File: config.mk
export PLATFORM = sky130hd
export DESIGN_NAME = edf_memory_scheduler_flat
export DESIGN_NICKNAME = d
export VERILOG_FILES = /design/src/rtl/edf_memory_scheduler_if.sv /design/src/rtl/edf_memory_scheduler.sv /design/src/flat_wrapper.sv
export SDC_FILE = /design/constraint.sdc
export NUM_CORES = 1
export LEC_CHECK = 0
export CAP_MARGIN = 20
export CORE_MARGIN = 3
export CORE_UTILIZATION = 50
export DETAILED_ROUTE_END_ITERATION = 12
export PLACE_DENSITY = 0.85
export SYNTH_ARGS = -nofsm -noshare
export SYNTH_HDL_FRONTEND = slang
export SYNTH_SLANG_ARGS = --single-unit
File: constraint.sdc
create_clock -name clock -period 7.15 [get_ports clock]
set_input_delay 1.0725 -clock clock [delete_from_list [all_inputs] [get_ports clock]]
set_output_delay 1.0725 -clock clock [all_outputs]
set_load 0.1 [all_outputs]
File: src/rtl/edf_memory_scheduler_if.sv
// ----------------------------------------------------------------------------
// edf_memory_scheduler_if
// Bundles the signals exchanged between the EDF scheduler, the queueing
// domain and the serializer of one MemorEDF port.
//
//   queues_period              per-queue relative deadline (cycles)
//   empty                      per-queue empty flags
//   serializer_ready           serializer can take one packet
//   queues_to_serializer_valid one-cycle delivery pulse for the granted packet
//   scheduler_to_queues_ready  one-cycle pop request towards queue core_id
//   core_id                    selected queue, stable through GRANT/WAIT
//   busy                       transaction in flight (GRANT or WAIT)
//   deadline_miss              sticky per-queue deadline-miss flags
//   timeout_error              sticky WAIT-watchdog flag (EDF_WAIT_TIMEOUT_EN only)
//
// Modports: master = environment side, slave = the scheduler.
// Optional feature macro: EDF_WAIT_TIMEOUT_EN.
// ----------------------------------------------------------------------------
interface edf_memory_scheduler_if #(
  parameter int NUMBER_OF_QUEUES = 4,
  parameter int REGISTER_SIZE    = 32
);
  localparam int ID_W = $clog2(NUMBER_OF_QUEUES);

  logic [NUMBER_OF_QUEUES-1:0][REGISTER_SIZE-1:0] queues_period;
  logic [NUMBER_OF_QUEUES-1:0]                    empty;
  logic                                           serializer_ready;
  logic                                           queues_to_serializer_valid;
  logic                                           scheduler_to_queues_ready;
  logic [ID_W-1:0]                                core_id;
  logic                                           busy;
  logic [NUMBER_OF_QUEUES-1:0]                    deadline_miss;
`ifdef EDF_WAIT_TIMEOUT_EN
  logic                                           timeout_error;

  modport master (
    output queues_period, empty, serializer_ready, queues_to_serializer_valid,
    input  scheduler_to_queues_ready, core_id, busy, deadline_miss, timeout_error
  );
  modport slave (
    input  queues_period, empty, serializer_ready, queues_to_serializer_valid,
    output scheduler_to_queues_ready, core_id, busy, deadline_miss, timeout_error
  );
`else
  modport master (
    output queues_period, empty, serializer_ready, queues_to_serializer_valid,
    input  scheduler_to_queues_ready, core_id, busy, deadline_miss
  );
  modport slave (
    input  queues_period, empty, serializer_ready, queues_to_serializer_valid,
    output scheduler_to_queues_ready, core_id, busy, deadline_miss
  );
`endif
endinterface

File: src/rtl/edf_memory_scheduler.sv
// ----------------------------------------------------------------------------
// edf_memory_scheduler
// Earliest-deadline-first arbiter for the MemorEDF queueing domain. Each
// per-core queue owns a saturating slack countdown; the non-empty queue with
// the smallest slack (lowest index on ties) is granted. A grant is a
// one-cycle scheduler_to_queues_ready pulse, after which the block waits for
// queues_to_serializer_valid before arbitrating again.
//
// Ports:
//   clock  single clock
//   reset  synchronous, active-high
//   bus    edf_memory_scheduler_if.slave (see interface file for signals)
//
// Optional feature macro: EDF_WAIT_TIMEOUT_EN -- adds an 8-cycle WAIT
// watchdog and the sticky timeout_error output.
// ----------------------------------------------------------------------------
module edf_memory_scheduler #(
  parameter int NUMBER_OF_QUEUES = 4,
  parameter int REGISTER_SIZE    = 32
) (
  input logic                    clock,
  input logic                    reset,
  edf_memory_scheduler_if.slave  bus
);
  localparam int ID_W = $clog2(NUMBER_OF_QUEUES);

  typedef enum logic [1:0] {
    S_IDLE  = 2'd0,
    S_GRANT = 2'd1,
    S_WAIT  = 2'd2
  } state_t;

  state_t                      state_q, state_d;
  logic [ID_W-1:0]             core_id_q, core_id_d;
  logic [REGISTER_SIZE-1:0]    slack_q [NUMBER_OF_QUEUES];
  logic [REGISTER_SIZE-1:0]    slack_d [NUMBER_OF_QUEUES];
  logic [NUMBER_OF_QUEUES-1:0] miss_q, miss_d;
  logic [NUMBER_OF_QUEUES-1:0] service;
  logic [NUMBER_OF_QUEUES-1:0] miss_set;
  logic                        accept;

  logic                        win_found;
  logic [ID_W-1:0]             win_idx;
  logic [REGISTER_SIZE-1:0]    win_slack;

  // Delivery only counts while a grant is outstanding; stray pulses are ignored.
  assign accept = (state_q == S_WAIT) && bus.queues_to_serializer_valid;

  // --------------------------------------------------------------------------
  // Per-queue slack countdown and deadline-miss detection
  // --------------------------------------------------------------------------
  generate
    for (genvar gi = 0; gi < NUMBER_OF_QUEUES; gi++) begin : g_queue
      assign service[gi] = accept && (core_id_q == ID_W'(gi));

      // Reload has priority over the decrement; the countdown saturates at 0.
      assign slack_d[gi] = (bus.empty[gi] || service[gi]) ? bus.queues_period[gi] :
                           (slack_q[gi] == '0)            ? '0 :
                                                            slack_q[gi] - 1'b1;

      assign miss_set[gi] = (slack_q[gi] == '0) && !bus.empty[gi] && !service[gi];
    end
  endgenerate

  assign miss_d = miss_q | miss_set;

  always_ff @(posedge clock) begin
    if (reset) begin
      for (int i = 0; i < NUMBER_OF_QUEUES; i++) slack_q[i] <= '0;
      miss_q <= '0;
    end else begin
      for (int i = 0; i < NUMBER_OF_QUEUES; i++) slack_q[i] <= slack_d[i];
      miss_q <= miss_d;
    end
  end

  // --------------------------------------------------------------------------
  // Winner: minimum slack among non-empty queues. Strict '<' keeps the
  // lowest index on ties; win_found avoids relying on an all-ones sentinel.
  // --------------------------------------------------------------------------
  always_comb begin
    win_found = 1'b0;
    win_idx   = '0;
    win_slack = '0;
    for (int i = 0; i < NUMBER_OF_QUEUES; i++) begin
      if (!bus.empty[i] && (!win_found || (slack_q[i] < win_slack))) begin
        win_found = 1'b1;
        win_idx   = ID_W'(i);
        win_slack = slack_q[i];
      end
    end
  end

  // --------------------------------------------------------------------------
  // Optional WAIT watchdog
  // --------------------------------------------------------------------------
`ifdef EDF_WAIT_TIMEOUT_EN
  logic [3:0] wait_cnt_q, wait_cnt_d;
  logic       timeout_q, timeout_d;
  logic       wait_expired;

  // wait_cnt counts completed WAIT cycles; the 8th silent cycle expires it.
  assign wait_expired = (state_q == S_WAIT) && !bus.queues_to_serializer_valid &&
                        (wait_cnt_q == 4'd7);
  assign wait_cnt_d   = (state_q == S_WAIT) ? wait_cnt_q + 4'd1 : 4'd0;
  assign timeout_d    = timeout_q | wait_expired;

  always_ff @(posedge clock) begin
    if (reset) begin
      wait_cnt_q <= 4'd0;
      timeout_q  <= 1'b0;
    end else begin
      wait_cnt_q <= wait_cnt_d;
      timeout_q  <= timeout_d;
    end
  end

  assign bus.timeout_error = timeout_q;
`endif

  // --------------------------------------------------------------------------
  // Control FSM
  // --------------------------------------------------------------------------
  always_comb begin
    state_d   = state_q;
    core_id_d = core_id_q;
    case (state_q)
      S_IDLE: begin
        // core_id only ever changes here, so it is frozen for GRANT/WAIT.
        if (bus.serializer_ready && win_found) begin
          core_id_d = win_idx;
          state_d   = S_GRANT;
        end
      end
      S_GRANT: state_d = S_WAIT;
      S_WAIT: begin
        if (accept) begin
          state_d = S_IDLE;
        end
`ifdef EDF_WAIT_TIMEOUT_EN
        else if (wait_expired) begin
          state_d = S_IDLE;
        end
`endif
      end
      default: state_d = S_IDLE;
    endcase
  end

  always_ff @(posedge clock) begin
    if (reset) begin
      state_q   <= S_IDLE;
      core_id_q <= '0;
    end else begin
      state_q   <= state_d;
      core_id_q <= core_id_d;
    end
  end

  // Ready is decoded from the GRANT state, so it is exactly one cycle wide and
  // always separated from the next pulse by at least one IDLE cycle.
  assign bus.scheduler_to_queues_ready = (state_q == S_GRANT);
  assign bus.busy                      = (state_q != S_IDLE);
  assign bus.core_id                   = core_id_q;
  assign bus.deadline_miss             = miss_q;

endmodule

File: src/flat_wrapper.sv
// flat-port wrapper written by rule: the top's interface ports become plain ports
module edf_memory_scheduler_flat 
#(
  parameter int NUMBER_OF_QUEUES = 4,
  parameter int REGISTER_SIZE    = 32
)
  (clock, reset, bus_queues_period, bus_empty, bus_serializer_ready, bus_queues_to_serializer_valid, bus_scheduler_to_queues_ready, bus_core_id, bus_busy, bus_deadline_miss);
  edf_memory_scheduler_if #(.NUMBER_OF_QUEUES(NUMBER_OF_QUEUES), .REGISTER_SIZE(REGISTER_SIZE)) bus_i ();
  input logic clock;
  input logic reset;
  input wire logic [$bits(bus_i.queues_period)-1:0] bus_queues_period;
  input wire logic [$bits(bus_i.empty)-1:0] bus_empty;
  input wire logic [$bits(bus_i.serializer_ready)-1:0] bus_serializer_ready;
  input wire logic [$bits(bus_i.queues_to_serializer_valid)-1:0] bus_queues_to_serializer_valid;
  output wire logic [$bits(bus_i.scheduler_to_queues_ready)-1:0] bus_scheduler_to_queues_ready;
  output wire logic [$bits(bus_i.core_id)-1:0] bus_core_id;
  output wire logic [$bits(bus_i.busy)-1:0] bus_busy;
  output wire logic [$bits(bus_i.deadline_miss)-1:0] bus_deadline_miss;
  assign bus_i.queues_period = bus_queues_period;
  assign bus_i.empty = bus_empty;
  assign bus_i.serializer_ready = bus_serializer_ready;
  assign bus_i.queues_to_serializer_valid = bus_queues_to_serializer_valid;
  assign bus_scheduler_to_queues_ready = bus_i.scheduler_to_queues_ready;
  assign bus_core_id = bus_i.core_id;
  assign bus_busy = bus_i.busy;
  assign bus_deadline_miss = bus_i.deadline_miss;
  edf_memory_scheduler #(.NUMBER_OF_QUEUES(NUMBER_OF_QUEUES), .REGISTER_SIZE(REGISTER_SIZE)) u_core (.clock(clock), .reset(reset), .bus(bus_i));
endmodule
# Word level (Yosys, flattened, before mapping)
# Memories as Yosys holds them, arrays and structs flattened.
# Cells that the tools add are included.
[totals]
reg_bits = 8
mem_bits_rw = 128
inputBits = 136
output_inout_bits = 8
wordCells = 94
memories = 1
[classes]
add_sub_neg = 4
order_cmp = 3
n_eq_ne = 7
mux = 28
n_bitwise = 5
reduce_logical = 43
[memory_table]
columns = ["name", "depth", "word_bits", "read_ports", "rd_ports_with_merged_regs", "write_ports", "line_no", "source"]
rows = [
  ["u_core.slack_q", 4, 32, 4, 0, 4, "edf_memory_scheduler.sv:35", "logic [REGISTER_SIZE-1:0] slack_q [NUMBER_OF_QUEUES];"],
]
[op_table]
columns = ["cell", "n"]
rows = [
  ["two-way mux 32 bit", 15],
  ["zero test 32 bit", 4],
  ["subtractor 32 x 1 -> 32 bit, second input constant", 4],
  ["< comparator 32 bit", 3],
  ["logical AND 1 bit", 17],
  ["zero test 1 bit", 10],
  ["two-way mux 1 bit", 8],
  ["two-way mux 2 bit", 4],
  ["logical OR 1 bit", 7],
  ["equality test 2 bit, second input constant", 3],
  ["case mux 2 bit (3 select lines)", 1],
  ["equality test 2 x 1 -> 1 bit, second input constant", 2],
  ["zero test 2 bit", 2],
  ["inequality test 2 x 1 -> 1 bit, second input constant", 2],
  ["OR 1 bit", 4],
  ["OR 4 bit", 1],
  ["AND reduction 2 bit", 2],
  ["nonzero test 2 bit", 1],
]

# Logic depth before layout (Yosys ltp)
# An unclocked memory read counts as a cell.
[depth]
depth_word = 17
mapped_depth = 32
mapped_depth_nobuf = 26

# Worst setup path after synthesis
# No wires, ideal clock.
[synth_timing]
path_type = "input-to-reg"
start = "in bus_empty[0]"
end = "reg u_core.core_id_q[1], in the netlist u_core.bus.core_id[1]"
setup_time_ns = 0.122
t_arrival_ns = 7.581
t_required_ns = 7.028
slack_ns = -0.553
path_stages = 30
n_path_buf = 6
cell_sequence = "clkbuf_1 > clkbuf_1 > nand2b_1 > ha_1 > nand4_1 > nor3_1 > a2111o_1 > o21ai_1 > and2_1 > clkbuf_1 > clkbuf_1 > o21a_1 > ha_1 > and4_1 > a21oi_1 > o211ai_1 > or4_1 > o31ai_1 > or2_2 > clkbuf_1 > clkbuf_1 > a21oi_1 > ha_1 > nand4_1 > or2_2 > nor2_1 > nand2_1 > nand4bb_1 > and3_1 > o311a_1"
[synth_via]
elab_chain_len = 15
word_cells_on_any_way = 22
cone_classes = "order compare: 3; mux: 9; reduce/logical: 10"
[synth_rtl]
columns = ["element", "line_no", "source"]
rows = [
  ["start: declaration", "flat_wrapper.sv:12", "input wire logic [$bits(bus_i.empty)-1:0] bus_empty;"],
  ["two-way mux 32 bit", "edf_memory_scheduler.sv:86", "if (!bus.empty[i] && (!win_found || (slack_q[i] < win_slack))) begin"],
  ["< comparator 32 bit", "edf_memory_scheduler.sv:86", ""],
  ["logical OR 1 bit", "edf_memory_scheduler.sv:86", ""],
  ["logical AND 1 bit", "edf_memory_scheduler.sv:86", ""],
  ["two-way mux 32 bit or two-way mux 1 bit (tied branches)", "edf_memory_scheduler.sv:86", ""],
  ["< comparator 32 bit or zero test 1 bit (tied branches)", "edf_memory_scheduler.sv:86", ""],
  ["logical OR 1 bit", "edf_memory_scheduler.sv:86", ""],
  ["logical AND 1 bit", "edf_memory_scheduler.sv:86", ""],
  ["two-way mux 32 bit or two-way mux 1 bit (tied branches)", "edf_memory_scheduler.sv:86", ""],
  ["< comparator 32 bit or zero test 1 bit (tied branches)", "edf_memory_scheduler.sv:86", ""],
  ["logical OR 1 bit", "edf_memory_scheduler.sv:86", ""],
  ["logical AND 1 bit", "edf_memory_scheduler.sv:86", ""],
  ["two-way mux 1 bit", "edf_memory_scheduler.sv:86", ""],
  ["logical AND 1 bit", "edf_memory_scheduler.sv:130", "if (bus.serializer_ready && win_found) begin"],
  ["AND reduction 2 bit (no line)", "n/a", ""],
  ["end signal: assignment", "edf_memory_scheduler.sv:156", "core_id_q <= core_id_d;"],
  ["end: declaration", "edf_memory_scheduler.sv:34", "logic [ID_W-1:0] core_id_q, core_id_d;"],
]
# Several ways; a longest one is shown, not always the timed one.
# A chain may end at the register's enable or synchronous reset.

# Worst setup path in the final report
# Same ends and word-level chain as after synthesis.

==> flow_summary.ini <==
[outcome]
status = complete, no violations

[placement]
dp.cells = 1759
dp_hpwl_um = 23100
gp_congestion = 0.922
port_buffers = 143

[synthesis]
syn_nets = 1555
ys.flop_type = dfxtp_1
yosysSeqAreaShare_pct = 27.0
synth_top_cell_area_share_pct = 27.0
yosys_register_bits = 136
synth_area_per_cell_um2 = 7.63
synth_cell_type_count = 62
synthCells = 1322
yosys_warnings = 0
synth_top_area_cell = dfxtp_1
synth-async-reset-ratio_pct = 0
synth-edff-count = 0
syn_area_mm2 = 0.0101
yosys-top-cells-area = dfxtp_1 27%, ha_1 12%, a21oi_1 6.8%, nor3_1 5.8%, nor2_1 5.7%

[cts]
cts.clk_slew.worst_paths_ns = 0.06
clkLatencyLatePin_ns = 0.42
cts_buffers = 17
ctsHoldBuffers = 0
cts_sinks = 136
cts_tree = done
clockBufferDepth = 2
htreeDepth = 4
cts_root_buf = clkbuf_16

[final_layout]
fin_nets = 1755
num-fill-cells = 1606
final_cell_mix = 152 x nor2_1, 141 x clkdlybuf4s50_1, 136 x a21oi_1, 136 x dfxtp_1, 116 x nor3_1
drive_gt1_share_pct = 11.1
syn2layout_area_growth_pct = 30.4
antennaDiodeCount = 0
final_common_cell = nor2_1
fin_util_pct = 66.9
final_cells = 1799

[power]
power_mw = 2.70
leakagePower_nw = 5.18
switching_power_uw = 923
power_density_mw_per_mm2 = 205
p_seq_share_pct = 34.1
p_comb_share_pct = 34.9
switching_share_pct = 34.2
p_int_mw = 1.78
pwr-share-clk_pct = 31.1
vdd_drop_max_uv = 158

[drt]
wire_per_inst_um = 17.7
routed_wl_um = 31900
final_antenna_net_count = 0
num_vias = 10900
drtIter0Drc = 1012
viasPerCell = 6.04
first_pass_iters = 5
remaining_drc_errors = 0

[sta]
slew_violations = 0
max_freq_ghz = 0.144
setup_violations = 0
period_needed_ns = 6.93
holdWs_ns = 0.471
relSlewSlack_pct = 31.7
max_slew.worst_pin.slew_ns = 1.02
hold_viol = 0
finClkSkew_ns = 0.00537
tns_ns = 0
post-route-period-util_pct = 96.9

[worst_hold_path]
min-delay-path-class = reg -> reg

[floorplan]
placementRows = 51
die_area_mm2 = 0.0219
io_pins = 144
die_y_um = 148
fp.coreArea_mm2 = 0.0197
start_util_pct = 51.3
dieWidth_um = 148

[worst_setup_path]
crit_required_ns = 7.46
crit_path_start_kind = input pin
cp-end-kind = flip-flop
criticalPathCategory = in -> reg
arrival_ns = 7.24
cp_max_fo = 17

[grt]
grt_pass1_vias = 10500
grt_use_total_pct = 28.6
grt_pass1_wl_um = 51900
grt_max_degree = 81
antenna_found_initial = 0
overflow = 0

[run]
maxCapViolations = 0
==> power by group through the flow <==
| stage | clock network (mW) | logic, mW | registers [mW] |
|---|---|---|---|
| after floorplan | 0 | 0.575 | 0.905 |
| after global placement | 0 | 0.846 | 0.926 |
| after detailed placement | 0 | 0.870 | 0.927 |
| after CTS | 0.842 | 0.894 | 0.913 |
| after global routing | 0.878 | 1.04 | 0.926 |
| final | 0.839 | 0.941 | 0.919 |
==> cell usage after synthesis, types with 4 or more instances <==
cell type  count
inv_1         12
nand3_1       70
or2_2          7
o31ai_1        6
nor2_1       153
nor4_1        25
nand2_1       86
o211ai_1       8
o21ai_0       38
a211oi_1      15
o21a_1        38
nor2b_1        6
clkbuf_1      62
a21oi_1      137
or3_1         16
a21o_1        13
or4_1         12
dfxtp_1      136
nand4_1       24
a22oi_1       30
and2_1         5
ha_1          97
nor3_1       117
xor2_1        48
nand2b_1      39
nand3b_1       6
and3_1         4
xnor2_1       56
==> metrics by stage <==
stage / instance area [um2] / setup WS (ns)
final: 13200 / 0.219
after global routing: 13200 / -0.00842
after CTS: 13000 / 0.00514
after detailed placement: 12400 / -0.506
after global placement: 12400 / -0.296
after floorplan: 10100 / 0.0132
==> cell type report <==
class	instances	area (um2)	share of cell area (%)
Multi-Input combinational cell	1106	7190	54.7
Clock inverter	8	72.6	0.552
Timing Repair Buffer	249	2310	17.6
Sequential cell	136	2720	20.7
Tap cell	265	332	2.52
Inverter	12	45.0	0.343
Clock buffer	23	478	3.63
==> repair_timing <==
action,4_1_cts,5_1_grt
cloned,1,2
setup buffers,1,5
setup endpoints to repair,2,2
resized for setup,7,18
pin swaps,3,13
==> sequential cells by signal, summed over array words and instances, names as in the netlist <==
register                  cells
u_core.bus.core_id            2
u_core.bus.deadline_miss      4
u_core.state_q                2
u_core.slack_q              128
==> critical path: stages <==
cell	delay (ns)
clkbuf_2	0.14
buf_12	0.17
nand2b_1	0.19
ha_1	0.31
nand4_1	0.21
nor3_1	0.09
a2111o_1	0.47
o21ai_4	0.21
and2_4	0.19
buf_6	0.14
o21a_1	0.16
ha_1	0.26
a21oi_1	0.13
a21boi_0	0.09
o31a_1	0.30
or4_4	0.57
a211oi_4	0.28
or2_4	0.21
buf_12	0.14
mux2_2	0.34
ha_1	0.28
nand3_1	0.09
nor3_2	0.17
and2_4	0.17
nand2_1	0.06
nand4bb_1	0.22
and3_1	0.22
o311a_1	0.33
==> kinds of logic after synthesis <==
family	after synthesis	synth area share, %
compound gates	308	18.8
simple gates	593	29.6
flops	136	27.0
xor+xnor	104	9.03
mux	4	0.409
buf+inv	80	3.09
fa+ha+maj	97	12.0
==> routing by layer <==
metal / up-vias / GRT usage (%) / part of all wire [%]
met3: 84 / 4.75 / 7.7
met2: 509 / 46.9 / 47
met1: 5062 / 38.6 / 43
li1: 5219 / - / -
met5: - / 0 / 0
met4: 0 / 8.96 / 2.5
==> final timing paths <==
path / end / cells after the start / slack (ns) / from
max reg2reg: u_core.bus.core_id[1]$_SDFFE_PP0P_ / 26 / 0.79 / u_core.slack_q[0][62]$_SDFF_PP0_
min: u_core.bus.deadline_miss[1]$_SDFF_PP0_ / 2 / 0.47 / u_core.bus.deadline_miss[1]$_SDFF_PP0_
min reg2reg: u_core.bus.deadline_miss[1]$_SDFF_PP0_ / 2 / 0.47 / u_core.bus.deadline_miss[1]$_SDFF_PP0_
max: u_core.bus.core_id[1]$_SDFFE_PP0P_ / 28 / 0.22 / bus_empty[0]
No activity file was read; power rests on OpenSTA's default activity.
